File: src/rtl/parking_pkg.sv
// Shared constants for the car-park entrance gate controller.
// State encodings, seven-segment glyphs and the display decoder.
package parking_pkg;

  localparam logic [2:0] S_IDLE  = 3'd0;
  localparam logic [2:0] S_WAIT  = 3'd1;
  localparam logic [2:0] S_WRONG = 3'd2;
  localparam logic [2:0] S_RIGHT = 3'd3;
  localparam logic [2:0] S_STOP  = 3'd4;
  localparam logic [2:0] S_LOCK  = 3'd5;

  localparam logic [6:0] SEG_OFF = 7'b1111111;
  localparam logic [6:0] SEG_E   = 7'b0000110;
  localparam logic [6:0] SEG_N   = 7'b0101011;
  localparam logic [6:0] SEG_6   = 7'b0000010;
  localparam logic [6:0] SEG_0   = 7'b1000000;
  localparam logic [6:0] SEG_5   = 7'b0010010;
  localparam logic [6:0] SEG_P   = 7'b0001100;
  localparam logic [6:0] SEG_F   = 7'b0001110;
  localparam logic [6:0] SEG_U   = 7'b1000001;
  localparam logic [6:0] SEG_L   = 7'b1000111;
  localparam logic [6:0] SEG_O   = 7'b0100011;

  // {hex_1, hex_2} for a state; full only matters in IDLE
  function automatic logic [13:0] glyphs(
    input logic [2:0] st,
    input logic       is_full
  );
    logic [13:0] g;
    g = {SEG_OFF, SEG_OFF};
    case (st)
      S_IDLE:  g = is_full ? {SEG_F, SEG_U} : {SEG_OFF, SEG_OFF};
      S_WAIT:  g = {SEG_E, SEG_N};
      S_WRONG: g = {SEG_E, SEG_E};
      S_RIGHT: g = {SEG_6, SEG_0};
      S_STOP:  g = {SEG_5, SEG_P};
      S_LOCK:  g = {SEG_L, SEG_O};
      default: g = {SEG_OFF, SEG_OFF};
    endcase
    return g;
  endfunction

endpackage

File: src/rtl/parking_gate_ctrl_blink.sv
// LED blink divider: phase is on right after a restart and
// toggles every DIV cycles; exposes the next phase value.
module blink_gen #(
  parameter int DIV = 4
) (
  input  logic clk,
  input  logic reset,
  input  logic restart_i,
  output logic phase_next_o
);

  localparam int CW = (DIV > 1) ? $clog2(DIV) : 1;
  localparam logic [CW-1:0] LAST = CW'(DIV - 1);

  logic [CW-1:0] cnt_q, cnt_d;
  logic          phase_q, phase_d;

  always_comb begin
    cnt_d   = cnt_q + 1'b1;
    phase_d = phase_q;
    if (restart_i) begin
      cnt_d   = '0;
      phase_d = 1'b1;
    end else if (cnt_q == LAST) begin
      cnt_d   = '0;
      phase_d = ~phase_q;
    end
  end

  always_ff @(posedge clk) begin
    if (reset) begin
      cnt_q   <= '0;
      phase_q <= 1'b1;
    end else begin
      cnt_q   <= cnt_d;
      phase_q <= phase_d;
    end
  end

  assign phase_next_o = phase_d;

endmodule

File: src/rtl/parking_gate_ctrl.sv
// Car-park entrance gate: password FSM with timeout, lockout,
// occupancy count and tailgate stop; outputs decoded from next state.
module parking_gate_ctrl
  import parking_pkg::*;
#(
  parameter int                CAPACITY    = 8,
  parameter int                PASS_W      = 4,
  parameter logic [PASS_W-1:0] PASSWORD    = 4'b0110,
  parameter int                WAIT_CYCLES = 16,
  parameter int                MAX_TRIES   = 3,
  parameter int                LOCK_CYCLES = 32,
  parameter int                BLINK_DIV   = 4
) (
  input  logic                          clk,
  input  logic                          reset,
  input  logic                          sensor_entrance,
  input  logic                          sensor_exit,
  input  logic                          car_leave,
  input  logic                          pass_valid,
  input  logic [PASS_W-1:0]             password,
  output logic                          green_led,
  output logic                          red_led,
  output logic                          alarm,
  output logic                          full,
  output logic [$clog2(CAPACITY+1)-1:0] occupancy,
  output logic [2:0]                    state_code,
  output logic [6:0]                    hex_1,
  output logic [6:0]                    hex_2
);

  localparam int OW = $clog2(CAPACITY + 1);
  localparam int WW = $clog2(WAIT_CYCLES + 1);
  localparam int TW = $clog2(MAX_TRIES + 1);
  localparam int LW = $clog2(LOCK_CYCLES + 1);
  localparam logic [OW-1:0] CAP_V  = OW'(CAPACITY);
  localparam logic [WW-1:0] WAIT_L = WW'(WAIT_CYCLES - 1);
  localparam logic [TW-1:0] TRY_V  = TW'(MAX_TRIES);
  localparam logic [LW-1:0] LOCK_L = LW'(LOCK_CYCLES - 1);

  logic [2:0]    state_q, state_d;
  logic [OW-1:0] occ_q, occ_d;
  logic [WW-1:0] wait_q, wait_d;
  logic [TW-1:0] tries_q, tries_d, tries_inc;
  logic [LW-1:0] lock_q, lock_d;
  logic          green_q, red_q, alarm_q;
  logic [6:0]    hex1_q, hex2_q;
  logic          match, miss, is_full, inc, dec;
  logic          blink_d, restart;
  logic [13:0]   glyph_d;

  assign match     = pass_valid && (password == PASSWORD);
  assign miss      = pass_valid && (password != PASSWORD);
  assign is_full   = (occ_q == CAP_V);
  assign tries_inc = tries_q + 1'b1;

  always_comb begin
    state_d = state_q;
    tries_d = tries_q;
    case (state_q)
      S_IDLE: if (sensor_entrance && !is_full) state_d = S_WAIT;
      S_WAIT, S_WRONG: begin
        if (match) begin
          state_d = S_RIGHT;
        end else if (miss) begin
          tries_d = tries_inc;
          state_d = (tries_inc == TRY_V) ? S_LOCK : S_WRONG;
        end else if (state_q == S_WAIT && wait_q == WAIT_L) begin
          state_d = S_IDLE;
        end
      end
      S_RIGHT: begin
        if (sensor_exit && sensor_entrance) state_d = S_STOP;
        else if (sensor_exit)               state_d = S_IDLE;
      end
      S_STOP: if (match) state_d = S_RIGHT;
      S_LOCK: if (lock_q == LOCK_L) state_d = S_IDLE;
      default: state_d = S_IDLE;
    endcase
    if (state_d != state_q && (state_d == S_IDLE || state_d == S_RIGHT))
      tries_d = '0;
  end

  // Dwell counters run only while staying in their state
  always_comb begin
    wait_d = '0;
    lock_d = '0;
    if (state_q == S_WAIT && state_d == S_WAIT) wait_d = wait_q + 1'b1;
    if (state_q == S_LOCK && state_d == S_LOCK) lock_d = lock_q + 1'b1;
  end

  assign inc = (state_q == S_RIGHT) && (state_d == S_IDLE);
  assign dec = car_leave && (occ_q != '0);

  always_comb begin
    occ_d = occ_q;
    if (inc && !dec && occ_q != CAP_V) occ_d = occ_q + 1'b1;
    else if (dec && !inc)              occ_d = occ_q - 1'b1;
  end

  assign restart = (state_d != state_q);

  blink_gen #(
    .DIV (BLINK_DIV)
  ) u_blink (
    .clk          (clk),
    .reset        (reset),
    .restart_i    (restart),
    .phase_next_o (blink_d)
  );

  assign glyph_d = glyphs(state_d, occ_d == CAP_V);

  always_ff @(posedge clk) begin
    if (reset) begin
      state_q <= S_IDLE;
      occ_q   <= '0;
      wait_q  <= '0;
      tries_q <= '0;
      lock_q  <= '0;
      green_q <= 1'b0;
      red_q   <= 1'b0;
      alarm_q <= 1'b0;
      hex1_q  <= SEG_OFF;
      hex2_q  <= SEG_OFF;
    end else begin
      state_q <= state_d;
      occ_q   <= occ_d;
      wait_q  <= wait_d;
      tries_q <= tries_d;
      lock_q  <= lock_d;
      green_q <= (state_d == S_RIGHT) && blink_d;
      red_q   <= (state_d == S_WAIT) ||
                 (blink_d && (state_d == S_WRONG ||
                              state_d == S_STOP  ||
                              state_d == S_LOCK));
      alarm_q <= (state_d == S_LOCK);
      hex1_q  <= glyph_d[13:7];
      hex2_q  <= glyph_d[6:0];
    end
  end

  assign green_led  = green_q;
  assign red_led    = red_q;
  assign alarm      = alarm_q;
  assign full       = is_full;
  assign occupancy  = occ_q;
  assign state_code = state_q;
  assign hex_1      = hex1_q;
  assign hex_2      = hex2_q;

endmodule

File: config.mk
export PLATFORM = sky130hd
export DESIGN_NAME = parking_gate_ctrl
export DESIGN_NICKNAME = d
export VERILOG_FILES = /design/src/rtl/parking_pkg.sv /design/src/rtl/parking_gate_ctrl_blink.sv /design/src/rtl/parking_gate_ctrl.sv
export SDC_FILE = /design/constraint.sdc
export NUM_CORES = 1
export LEC_CHECK = 0
export CORE_MARGIN = 2
export CORE_UTILIZATION = 30
export DETAILED_ROUTE_END_ITERATION = 7
export DONT_BUFFER_PORTS = 1
export GPL_TIMING_DRIVEN = 0
export PLACE_DENSITY = 0.56
export SLEW_MARGIN = 25
export SYNTH_ARGS = -nofsm -noshare
export SYNTH_HDL_FRONTEND = slang
export SYNTH_SLANG_ARGS = --single-unit
File: constraint.sdc
create_clock -name clk -period 2.4 [get_ports clk]
set_input_delay 0.48 -clock clk [delete_from_list [all_inputs] [get_ports clk]]
set_output_delay 0.48 -clock clk [all_outputs]
set_load 0.03 [all_outputs]
* Word-level counts from Yosys, hierarchy flattened
Cells that the tools add are included.
Word-level totals: flip-flop bits (word level) 40, latch bits 0, bits in writable memories 0, bits in read-only memories 0, input port bits 10, word-level logic and storage cells 89, memories 0
Cells by class: $add $sub $neg 6, multipliers 0, divide/modulo/power cells 0, magnitude comparators 0, eq/ne operators 20, shift operators 0, mux-type cells 16, bitwise logic cells 4, reductions and logical operators 31
Operators with widths (number):
- $pmux W14 S6 | 1
- $mux W3 | 9
- $logic_and A1 B1 Y1 | 15
- $pmux W3 S5 | 1
- $mux W14 | 1
- $eq A3 B2 Y1 const B | 4
- $eq A3 B3 Y1 const B | 4
- $eq A4 B4 Y1 const B | 2
- $mux W4 | 2
- $reduce_or A2 Y1 | 4
- $add A6 B1 Y6 const B | 1
- $eq A3 B1 Y1 const B | 2
- $eq A6 B5 Y1 const B | 1
- $logic_not A3 Y1 | 2
- $add A5 B1 Y5 const B | 1
- $eq A5 B4 Y1 const B | 1
- $add A2 B1 Y2 const B | 2
- $add A4 B1 Y4 const B | 1
- $eq A2 B2 Y1 const B | 2
- $eq A4 B3 Y1 const B | 1
- $logic_or A1 B1 Y1 | 4
- $ne A4 B3 Y1 const B | 1
- $ne A4 B4 Y1 const B | 1
- $not A1 Y1 | 4
- 7 further kinds | 10

* Longest topological paths before layout
Gate-level depths: netlist of run 1.
depth after elaboration 15, gate-level depth with buffers 9, depth with buffers taken out 8

* Hierarchy
A second synthesis of run 1 with hierarchy kept.
Unflattened totals: cell total of the unflattened synthesis 207, area, all modules 1881.8 sq um
By module, submodules not included:
- parking_gate_ctrl | times used 1, cells an instance 197, area an instance 1765.4 sq um, seq. area each 680.7 sq um
- blink_gen | times used 1, cells an instance 10, area an instance 116.4 sq um, seq. area each 60.1 sq um

* Least setup slack after synthesis of run 1
Ideal clock, no wire load.
path kind reg2reg, start register occ_q[1], in the netlist occupancy[1], end register lock_q[2], setup time 0.064 ns, data arrival time 2.713 ns, setup slack -0.377 ns, stages on the path, launching flop included 10, path through dfxtp_1 inv_1 ha_1 and3b_1 or4b_1 a21oi_1 nor2_1 or4_1 clkbuf_1 nor2_1
On the way: cells in the longest elaborated chain, start to end 9
RTL lines:
- from (decl) | line parking_gate_ctrl.sv:41 | logic [OW-1:0] occ_q, occ_d;
- from (signal assigned) | line parking_gate_ctrl.sv:116 | occ_q <= '0;
- from (signal assigned) | line parking_gate_ctrl.sv:127 | occ_q <= occ_d;
- $eq A4 B4 Y1 | line parking_gate_ctrl.sv:53 | assign is_full = (occ_q == CAP_V);
- via full | line parking_gate_ctrl.sv:24 | output logic full,
- $logic_not A1 Y1 | line parking_gate_ctrl.sv:60 | S_IDLE: if (sensor_entrance && !is_full) state_d = S_WAIT;
- $logic_and A1 B1 Y1 | line parking_gate_ctrl.sv:60
- $mux W3 | line parking_gate_ctrl.sv:60
- $pmux W3 S5 | line parking_gate_ctrl.sv:59 | case (state_q)
- $eq A3 B3 Y1 | line parking_gate_ctrl.sv:88 | if (state_q == S_LOCK && state_d == S_LOCK) lock_d = lock_q + 1'b1;
- $logic_and A1 B1 Y1 | line parking_gate_ctrl.sv:88
- $not A1 Y1 (no source line)
- $reduce_or A2 Y1 (no source line)
- to (signal assigned) | line parking_gate_ctrl.sv:130 | lock_q <= lock_d;
- to (decl) | line parking_gate_ctrl.sv:44 | logic [LW-1:0] lock_q, lock_d;
The timed path passes the listed nets, and every way through them passes these cells. A chain may end at the register's enable or synchronous reset.

* Worst setup path after layout of run 1
start register occ_q[0], in the netlist occupancy[0], end register lock_q[1]
Same word-level chain as after synthesis.

==> impl_metrics.yaml, run 1 <==
global_route:
  grt_max_degree: 13
  grt_pass1_wl_microns: 7200
  antenna_found_initial: 0
  grt_usage_pct: 12.9
  grt-ovfl-total: 0
  grt_pass1_vias: 1521
hold_path:
  hp-class: "input pin to flip-flop"
  hp-start: "reset"
  hold-path-cell-count: 1
  hold_end: "state_code[1]$_SDFF_PP0_"
synthesis:
  synthTopCellsByArea: "dfxtp_1 (40%), nor2_1 (5.8%), ha_1 (4.7%)"
  yosysTopAreaCell: "dfxtp_1"
  synth-seq-cells: 37
  syn_inst: 211
  synth.distinct_cells: 61
  ys.flop_type: "dfxtp_1"
  synth-edff-count: 0
  netlist_area_sq_um: 1870
  async_flop_share_pct: 0
  yosysTopAreaCellShare_pct: 39.7
  ys_top_cells_by_count: "dfxtp_1 (37), nor2_1 (29), inv_1 (13)"
  avgSynthCellArea_sq_um: 8.85
  yosysMostFrequentCell: "dfxtp_1"
  syn_nets: 228
  yosys_warnings: 0
  synth.yosys.seq_area_share_pct: 39.7
sta:
  slew_violations: 0
  setup_viol_count_final: 11
  rsz0062_at_grt: "true"
  fin_worst_skew_ns: 0.00511
  fin_hold_ws_ns: 0.265
  hold_viol_final: 0
  fmax_mhz: 403
  max_slew_margin_pct: 64.6
  fin_crit_sh_pct: 103
  finalWorstSetupSlack_ns: -0.0835
  tightest_slew_ns: 0.530
  min_period_ns: 2.48
cells_and_area:
  final_util_pct: 39.2
  syn2layout_area_growth_pct: 24.9
  diodes: 0
  drive_gt1_share_pct: 29.9
  nFillCells: 591
  instances_no_fill: 306
  layout.nets: 247
setup_path:
  critPathRequiredTime_ns: 2.63
  crit_type: "flip-flop to flip-flop"
  worst-path-max-fanout: 6
  reg2reg_setup_slack_ns: -0.08
  crit_arrival_ns: 2.72
  crit_path_max_incr_delay_ns: 0.58
  r2r-start: "occupancy[0]$_SDFF_PP0_"
  r2r_end: "lock_q[1]$_SDFF_PP0_"
  reg2reg_depth: 8
  startpoint_type: "flip-flop"
  cp_slowest_cell: "or4_4"
  cp-end-kind: "flip-flop"
  worstPathCellList: "inv_4 -> ha_4 -> and3b_2 -> or4b_4 -> a21oi_4 -> nor2_4 -> or4_4 -> nor2_1"
  crit_path_start: "occupancy[0]$_SDFF_PP0_"
floorplan:
  core_area_sq_um: 5960
  die_x_microns: 82.9
  die_y_microns: 82.9
  ios: 35
  dieArea_sq_um: 6870
  start_util_pct: 31.3
  placementRows: 28
placed_design:
  place.detailed.hpwl_microns: 3010
  gp_routability_congestion: 0.876
  dp_cells: 286
  port_buffers: 0
clocking:
  clkSinkCount: 37
  cts_made_buffers: 5
  tritoncts: "built"
  clkTransAtPathRegs_ns: 0.08
  clk_latency_ns: 0.29
  h-tree-depth: 2
  clk_path_buf_depth: 2
  cts_hold_buf: 0
  root_buffer: "clkbuf_8"
pwr:
  p_leak_nw: 0.849
  power_density_nw_per_um2: 1150
  peakVddDrop_uv: 466
detailed_routing:
  post_drt_wl_per_cell_microns: 14.3
  dr.pass1.iters: 5
  viasPerCell: 5.32
  vias: 1627
  antenna_left: 0
  first_iter_violations: 176
  drc: 0
  finalWirelength_microns: 4370
outcome:
  run_status: "finished, violations left"
  violations: "negative setup slack"
run:
  drv_cap: 0
-- placed cells by master (no fill, tap or decap), types with 3 or more instances in the layout --
cell	instances
a21oi_1	4
dfxtp_1	31
nand2_1	8
ha_1	6
clkbuf_8	6
xnor2_1	7
and3_1	4
nand2b_1	5
inv_1	11
o211ai_1	4
o22ai_1	3
a21oi_2	3
xor2_1	3
nor2_1	20
nand3b_1	3
dfxtp_4	4
nand3_1	6
nor2_2	7
clkbuf_1	3
buf_4	17
-- registers in the layout (all words and copies together), names as in the netlist --
| signal | cells |
|---|---|
| tries_q | 2 |
| state_code | 3 |
| alarm | 1 |
| lock_q | 6 |
| u_blink.cnt_q | 2 |
| hex_2 | 7 |
| red_led | 1 |
| occupancy | 4 |
| hex_1 | 4 |
| wait_q | 5 |
| green_led | 1 |
| u_blink.phase_q | 1 |
-- critical path, delay by kind of cell, from the launching register on --
family	cells	cell delay [ns]
simple gates	5	1.57
flops	1	0.46
compound gates	1	0.17
fa+ha+maj	1	0.15
buf+inv	1	0.06
-- layer usage --
| metal | up-vias | routed length [microns] | GRT usage (%) | part of all wire, % |
|---|---|---|---|---|
| met5 | - | 0 | 0 | 0 |
| met4 | 0 | 120 | 6.86 | 2.7 |
| met3 | 10 | 408 | 4.97 | 9.3 |
| met2 | 58 | 1910 | 19.1 | 44 |
| met1 | 762 | 1920 | 16.1 | 44 |
| li1 | 797 | - | - | - |
-- metrics by stage --
| step | total power [mW] | cell area [sq um] | worst slack [ns] | setup TNS, ns |
|---|---|---|---|---|
| after CTS | 2.61 | 2260 | -0.148 | -1.30 |
| after floorplan | 1.71 | 1900 | 0.00483 | 0 |
| after detailed placement | 1.87 | 1990 | -0.391 | -6.59 |
| after global placement | 1.87 | 1990 | -0.388 | -6.49 |
| final | 2.69 | 2330 | -0.0835 | -0.610 |
| after global routing | 2.85 | 2330 | -0.162 | -1.80 |
-- layout make-up --
type	instances	area, sq um	area share [%]
clock buffer	6	82.6	3.54
tap	75	93.8	4.02
buffer	11	63.8	2.74
clock inverter	2	37.5	1.61
sequential	37	758	32.5
inverter	13	53.8	2.31
multi-input combinational	147	1130	48.3
timing repair buffer	15	115	4.94
-- power breakdown --
group	internal (mW)	total [mW]	switching [mW]
Sequential	0.750	1.06	0.308
Clock	0.338	0.565	0.228
Combinational	0.527	1.07	0.539
-- repair_timing --
action                                  CTS  global route
setup buffers                            11             4
pin swaps                                16             6
endpoints found under the setup margin   31            26
gates resized for setup                  20            19
-- logic make-up after synthesis --
logic type	Yosys count	share of synthesized area, %
AOI/OAI and AO/OA	45	18.5
adders and majority gates	7	4.69
muxes	3	1.68
xor gates and xnor gates	10	4.69
other	1	0.201
buffers and inverters	27	6.37
DFF	37	39.7
and+or+nand+nor	81	24.2
-- worst max path at each step --
stage / endpoint / slack [ns] / cells after the start
after floorplan: u_blink.phase_q$_SDFF_PP1_ / 0.005 / 8
after global placement: wait_q[2]$_SDFF_PP0_ / -0.39 / 7
after detailed placement: wait_q[3]$_SDFF_PP0_ / -0.39 / 7
after CTS: u_blink.phase_q$_SDFF_PP1_ / -0.15 / 9
after global routing: red_led$_SDFF_PP0_ / -0.16 / 9
final: lock_q[1]$_SDFF_PP0_ / -0.08 / 8
(Power assumes the default switching activity.)
==> run 2, diff against run 1 <==
--- a/config.mk
+++ b/config.mk
@@ -5,7 +5,7 @@
 export SDC_FILE = /design/constraint.sdc
 export NUM_CORES = 1
 export LEC_CHECK = 0
-export CORE_MARGIN = 2
+export CORE_MARGIN = 3
 export CORE_UTILIZATION = 30
 export DETAILED_ROUTE_END_ITERATION = 7
 export DONT_BUFFER_PORTS = 1
==> run 2 against run 1 <==
The run still ends with negative setup slack left. Power fell by 6.2%. Clock skew fell by 0.0015 ns. Register-to-register slack improved by 0.02 ns. Count of clock-buffer cells in the layout rose by 1. Global-route usage fell by 0.36 points. Via count fell by 2.6%. Sequential share of layout area rose by 0.77 points. Non-clock buffer count fell by 2. Core utilization fell by 1.1 points. Setup slack improved by 0.025 ns. Cell area fell by 2.3%. Largest cell class unchanged. Highest routed layer unchanged.
==> impl_metrics.yaml, run 2 (synthesis results as in run 1) <==
setup_path:
  crit_type: "flip-flop to flip-flop"
  critPathRequiredTime_ns: 2.60
  startpoint_type: "flip-flop"
  crit_arrival_ns: 2.66
  worst-path-max-fanout: 7
  reg2reg_depth: 9
  cp-end-kind: "flip-flop"
pwr:
  switching_share_pct: 41.5
  power_density_nw_per_um2: 1110
  p_comb_share_pct: 40.2
  p_int_mw: 1.47
  peakVddDrop_uv: 462
  p_sw_mw: 1.05
  p_seq_share_pct: 41.8
  p_leak_nw: 0.835
  p_total_mw: 2.52
  p_clk_share_pct: 17.9
placed_design:
  dpl-instance-area_sq_um: 1990
  dpl_worst_slack_ns: -0.415
  place.detailed.hpwl_microns: 3030
  gp_routability_congestion: 0.899
  dp_cells: 286
  port_buffers: 0
global_route:
  grt_usage_pct: 12.5
  grt_max_degree: 13
  grt_pass1_vias: 1502
  grt_pass1_wl_microns: 7330
  antenna_found_initial: 0
  grt-ovfl-total: 0
detailed_routing:
  antenna_left: 0
  viasPerCell: 5.21
  finalWirelength_microns: 4250
  post_drt_wl_per_cell_microns: 14.0
  first_iter_violations: 120
  dr.pass1.iters: 4
  vias: 1584
  drc: 0
sta:
  setup_viol_count_final: 7
  min_period_ns: 2.46
  hold_viol_final: 0
  slew_violations: 0
  rsz0062_at_grt: "true"
  fin_crit_sh_pct: 102
  fin_worst_skew_ns: 0.00359
  setup_tns_ns: -0.244
  fin_hold_ws_ns: 0.275
  finalWorstSetupSlack_ns: -0.0590
  fmax_mhz: 407
  tightest_slew_ns: 0.527
  max_slew_margin_pct: 64.8
clocking:
  clk_latency_ns: 0.29
  tritoncts: "built"
  h-tree-depth: 2
  clk_path_buf_depth: 2
  clkSinkCount: 37
  cts_made_buffers: 5
  clkTransAtPathRegs_ns: 0.07
  root_buffer: "clkbuf_8"
  cts_hold_buf: 0
cells_and_area:
  design_area_sq_um: 2280
  layout.nets: 245
  diodes: 0
  syn2layout_area_growth_pct: 22.1
  layout_commonest_cell: "dfxtp_1"
  final_cell_mix: "dfxtp_1 (31), nor2_1 (20), buf_4 (13)"
  final_util_pct: 38.0
  instances_no_fill: 304
  nFillCells: 594
  largest_reg_flops: 7
  drive_gt1_share_pct: 28.4
outcome:
  violations: "negative setup slack"
  run_status: "finished, violations left"
floorplan:
  placementRows: 28
  start_util_pct: 31.2
  ios: 35
  die_x_microns: 84.9
  dieArea_sq_um: 7210
  core_area_sq_um: 5990
  die_y_microns: 84.9
hold_path:
  hold-path-cell-count: 1
  hp-class: "input pin to flip-flop"
run:
  drv_cap: 0
==> run 2: routing by layer <==
metal / track usage, % / up-vias / wire [microns]
li1: - / 794 / -
met1: 16.9 / 749 / 2040
met2: 18.7 / 35 / 1920
met3: 4.37 / 6 / 244
met4: 4.03 / 0 / 47
met5: 0 / - / 0
==> run 2: path summary, 6_finish.rpt <==
kind,from,endpoint,slack (ns)
hold reg to reg,u_blink.cnt_q[0]$_SDFF_PP0_,u_blink.cnt_q[0]$_SDFF_PP0_,0.44
hold / removal,reset,state_code[1]$_SDFF_PP0_,0.28
setup / recovery,occupancy[1]$_SDFF_PP0_,u_blink.cnt_q[1]$_SDFF_PP0_,-0.06
setup reg to reg,occupancy[1]$_SDFF_PP0_,u_blink.cnt_q[1]$_SDFF_PP0_,-0.06
==> run 2: repair_timing <==
item                                    CTS  global route
endpoints found under the setup margin   31            25
resized for setup                        17            22
buffers inserted                          8             3
pin swaps                                 7             9
==> run 2: critical path, cell delays in order, from the launching register on <==
cell,delay [ns]
dfxtp_4,0.45
inv_4,0.06
ha_4,0.15
and3b_2,0.29
or4b_4,0.52
a21oi_4,0.17
o31a_1,0.14
o211ai_1,0.16
buf_4,0.19
nor4b_2,0.23
==> run 2: cell type report <==
| type | instances | area, sq um | share of cell area [%] |
|---|---|---|---|
| well taps | 75 | 93.8 | 4.12 |
| clock buffers | 7 | 86.3 | 3.79 |
| flip-flops and latches | 37 | 758 | 33.3 |
| clock inverters | 1 | 6.26 | 0.275 |
| multi-input cells | 147 | 1120 | 49.2 |
| inverters | 13 | 53.8 | 2.36 |
| plain buffers | 13 | 73.8 | 3.24 |
| repair buffers | 11 | 85.1 | 3.73 |
==> run 2: power groups by stage <==
stage                     clock network (mW)  registers [mW]  logic, mW
after floorplan                            0            1.03      0.673
after global placement                     0            1.06      0.806
after detailed placement                   0            1.06      0.806
after CTS                              0.462            1.06      0.926
after global routing                   0.497            1.07       1.13
final                                  0.452            1.05       1.01
==> run 3, diff against run 2 <==
--- a/config.mk
+++ b/config.mk
@@ -5,6 +5,7 @@
 export SDC_FILE = /design/constraint.sdc
 export NUM_CORES = 1
 export LEC_CHECK = 0
+export ABC_CLOCK_PERIOD_IN_PS = 2400
 export CORE_MARGIN = 3
 export CORE_UTILIZATION = 30
 export DETAILED_ROUTE_END_ITERATION = 7
==> constraint.sdc (replaced) <==
create_clock -name clk -period 2.4 [get_ports clk]
set_input_delay 0.48 -clock clk [delete_from_list [all_inputs] [get_ports clk]]
set_output_delay 0.48 -clock clk [all_outputs]
set_load 0.01 [all_outputs]
==> run 3 against run 2 <==
The flow still finishes with violations (negative setup slack). Combinational power about the same. Sequential cell count stayed put. Via count is 0.44% lower. Global-route usage decreased by 0.51 points. Register-to-register slack gained 0.04 ns. Non-clock buffer count up 1. Die area stayed put. Cell count is 0.33% higher. First-iteration DRC count decreased by 17%. Wire length increased by 1.5%. Clock power rose by 4.9%. Clock skew increased by 0.0041 ns. Highest routed layer unchanged.
==> impl_metrics.yaml, run 3 (synthesis results as in run 1) <==
pwr:
  p_sw_mw: 0.852
  p_comb_share_pct: 42.0
  p_int_mw: 1.51
  p_seq_share_pct: 37.9
  p_leak_nw: 0.840
  switching_share_pct: 36.0
  peakVddDrop_uv: 523
  p_total_mw: 2.37
  power_density_nw_per_um2: 1050
  p_clk_share_pct: 20.1
sta:
  fin_crit_sh_pct: 101
  min_period_ns: 2.42
  tightest_slew_ns: 0.582
  fin_worst_skew_ns: 0.00770
  setup_viol_count_final: 1
  hold_viol_final: 0
  finalWorstSetupSlack_ns: -0.0214
  fmax_mhz: 413
  rsz0062_at_grt: "true"
  max_slew_margin_pct: 61.2
  slew_violations: 0
setup_path:
  crit_arrival_ns: 2.62
  cp-end-kind: "flip-flop"
  startpoint_type: "flip-flop"
  crit_type: "flip-flop to flip-flop"
  critPathRequiredTime_ns: 2.60
  reg2reg_depth: 9
  worst-path-max-fanout: 6
floorplan:
  core_area_sq_um: 5990
  start_util_pct: 31.2
  die_x_microns: 84.9
  placementRows: 28
  dieArea_sq_um: 7210
  die_y_microns: 84.9
  ios: 35
clocking:
  cts_hold_buf: 0
  root_buffer: "clkbuf_8"
  cts_made_buffers: 5
  clkTransAtPathRegs_ns: 0.08
  clkSinkCount: 37
  clk_latency_ns: 0.29
  h-tree-depth: 2
  clk_path_buf_depth: 2
  tritoncts: "built"
cells_and_area:
  layout_commonest_cell: "dfxtp_1"
  design_area_sq_um: 2240
  drive_gt1_share_pct: 22.6
  nFillCells: 613
  diodes: 0
  layout.nets: 246
  final_cell_mix: "dfxtp_1 (34), nor2_1 (27), buf_4 (15)"
  largest_reg_flops: 7
  syn2layout_area_growth_pct: 20.2
detailed_routing:
  vias: 1577
  viasPerCell: 5.17
  dr.pass1.iters: 4
  antenna_left: 0
  drc: 0
  post_drt_wl_per_cell_microns: 14.1
  first_iter_violations: 100
  finalWirelength_microns: 4310
hold_path:
  hp-class: "input pin to flip-flop"
  hold-path-cell-count: 1
placed_design:
  port_buffers: 0
  dpl-instance-area_sq_um: 1970
  gp_routability_congestion: 0.901
  place.detailed.hpwl_microns: 3000
outcome:
  violations: "negative setup slack"
  run_status: "finished, violations left"
global_route:
  grt_pass1_wl_microns: 7010
  grt_max_degree: 12
  grt_usage_pct: 12.0
  grt_pass1_vias: 1497
  antenna_found_initial: 0
  grt-ovfl-total: 0
run:
  drv_cap: 0
run 3: cell types whose count changed in the layout (fill, tap and decap cells not counted), sizes merged:
cell,before,now
buf,18,20
clkbuf,12,11
clkdlybuf4s25,1,0
clkdlybuf4s50,0,1
clkinv,0,1
inv,14,13
run 3: what timing repair did:
action	CTS	global route
setup buffers	9	4
setup endpoints to repair	29	26
pin swaps	10	7
resized for setup	16	7
run 3: final cells by class:
type	instances	area, sq um	share of cell area [%]
multi-input combinational	147	1080	48.2
buffer	12	63.8	2.84
tap	75	93.8	4.18
inverter	13	53.8	2.40
clock buffer	7	96.3	4.29
sequential	37	749	33.4
clock inverter	1	5.00	0.223
timing repair buffer	13	100	4.46
run 3: critical path, cell delays in order (launching register included):
cell and delay [ns]:
dfxtp_4 0.42, inv_4 0.05, ha_4 0.15, and3b_2 0.25, or4b_4 0.52, a21oi_4 0.20, o31a_1 0.14, o211ai_1 0.16
buf_4 0.20, nor4b_4 0.25
run 3: power by group through the flow:
stage                     Clock (mW)  Sequential (mW)  Combinational (mW)
after global placement             0            0.902               0.740
after detailed placement           0            0.902               0.744
final                          0.474            0.897               0.994
after global routing           0.517            0.913                1.10
after floorplan                    0            0.873               0.612
after CTS                      0.493            0.900               0.906
run 3: stage by stage:
step	utilization (%)	hold WS (ns)	cells	setup WS, ns	setup TNS (ns)
after floorplan	-	0.408	211	0.00746	0
after global placement	32.9	0.420	286	-0.277	-5.48
after global routing	37.4	0.257	305	-0.103	-0.506
after detailed placement	32.9	0.421	286	-0.302	-5.81
after CTS	36.7	0.261	302	-0.0362	-0.235
final	37.4	0.273	305	-0.0214	-0.0214
run 3: per-layer routing:
layer | share of wire [%] | up-vias | GRT usage, % | routed length (microns)
met1 | 46 | 747 | 15.3 | 1990
met5 | 0 | - | 0 | 0
met2 | 47 | 32 | 19.1 | 2020
li1 | - | 791 | - | -
met3 | 5.8 | 7 | 4.08 | 249
met4 | 1.1 | 0 | 4.17 | 47
run 3: path summary, 6_finish.rpt:
kind | slack, ns | end | startpoint
worst min register to register | 0.44 | u_blink.cnt_q[0]$_SDFF_PP0_ | u_blink.cnt_q[0]$_SDFF_PP0_
worst max register to register | -0.02 | u_blink.cnt_q[1]$_SDFF_PP0_ | occupancy[0]$_SDFF_PP0_
worst max-delay path | -0.02 | u_blink.cnt_q[1]$_SDFF_PP0_ | occupancy[0]$_SDFF_PP0_
worst min-delay path | 0.27 | state_code[1]$_SDFF_PP0_ | reset
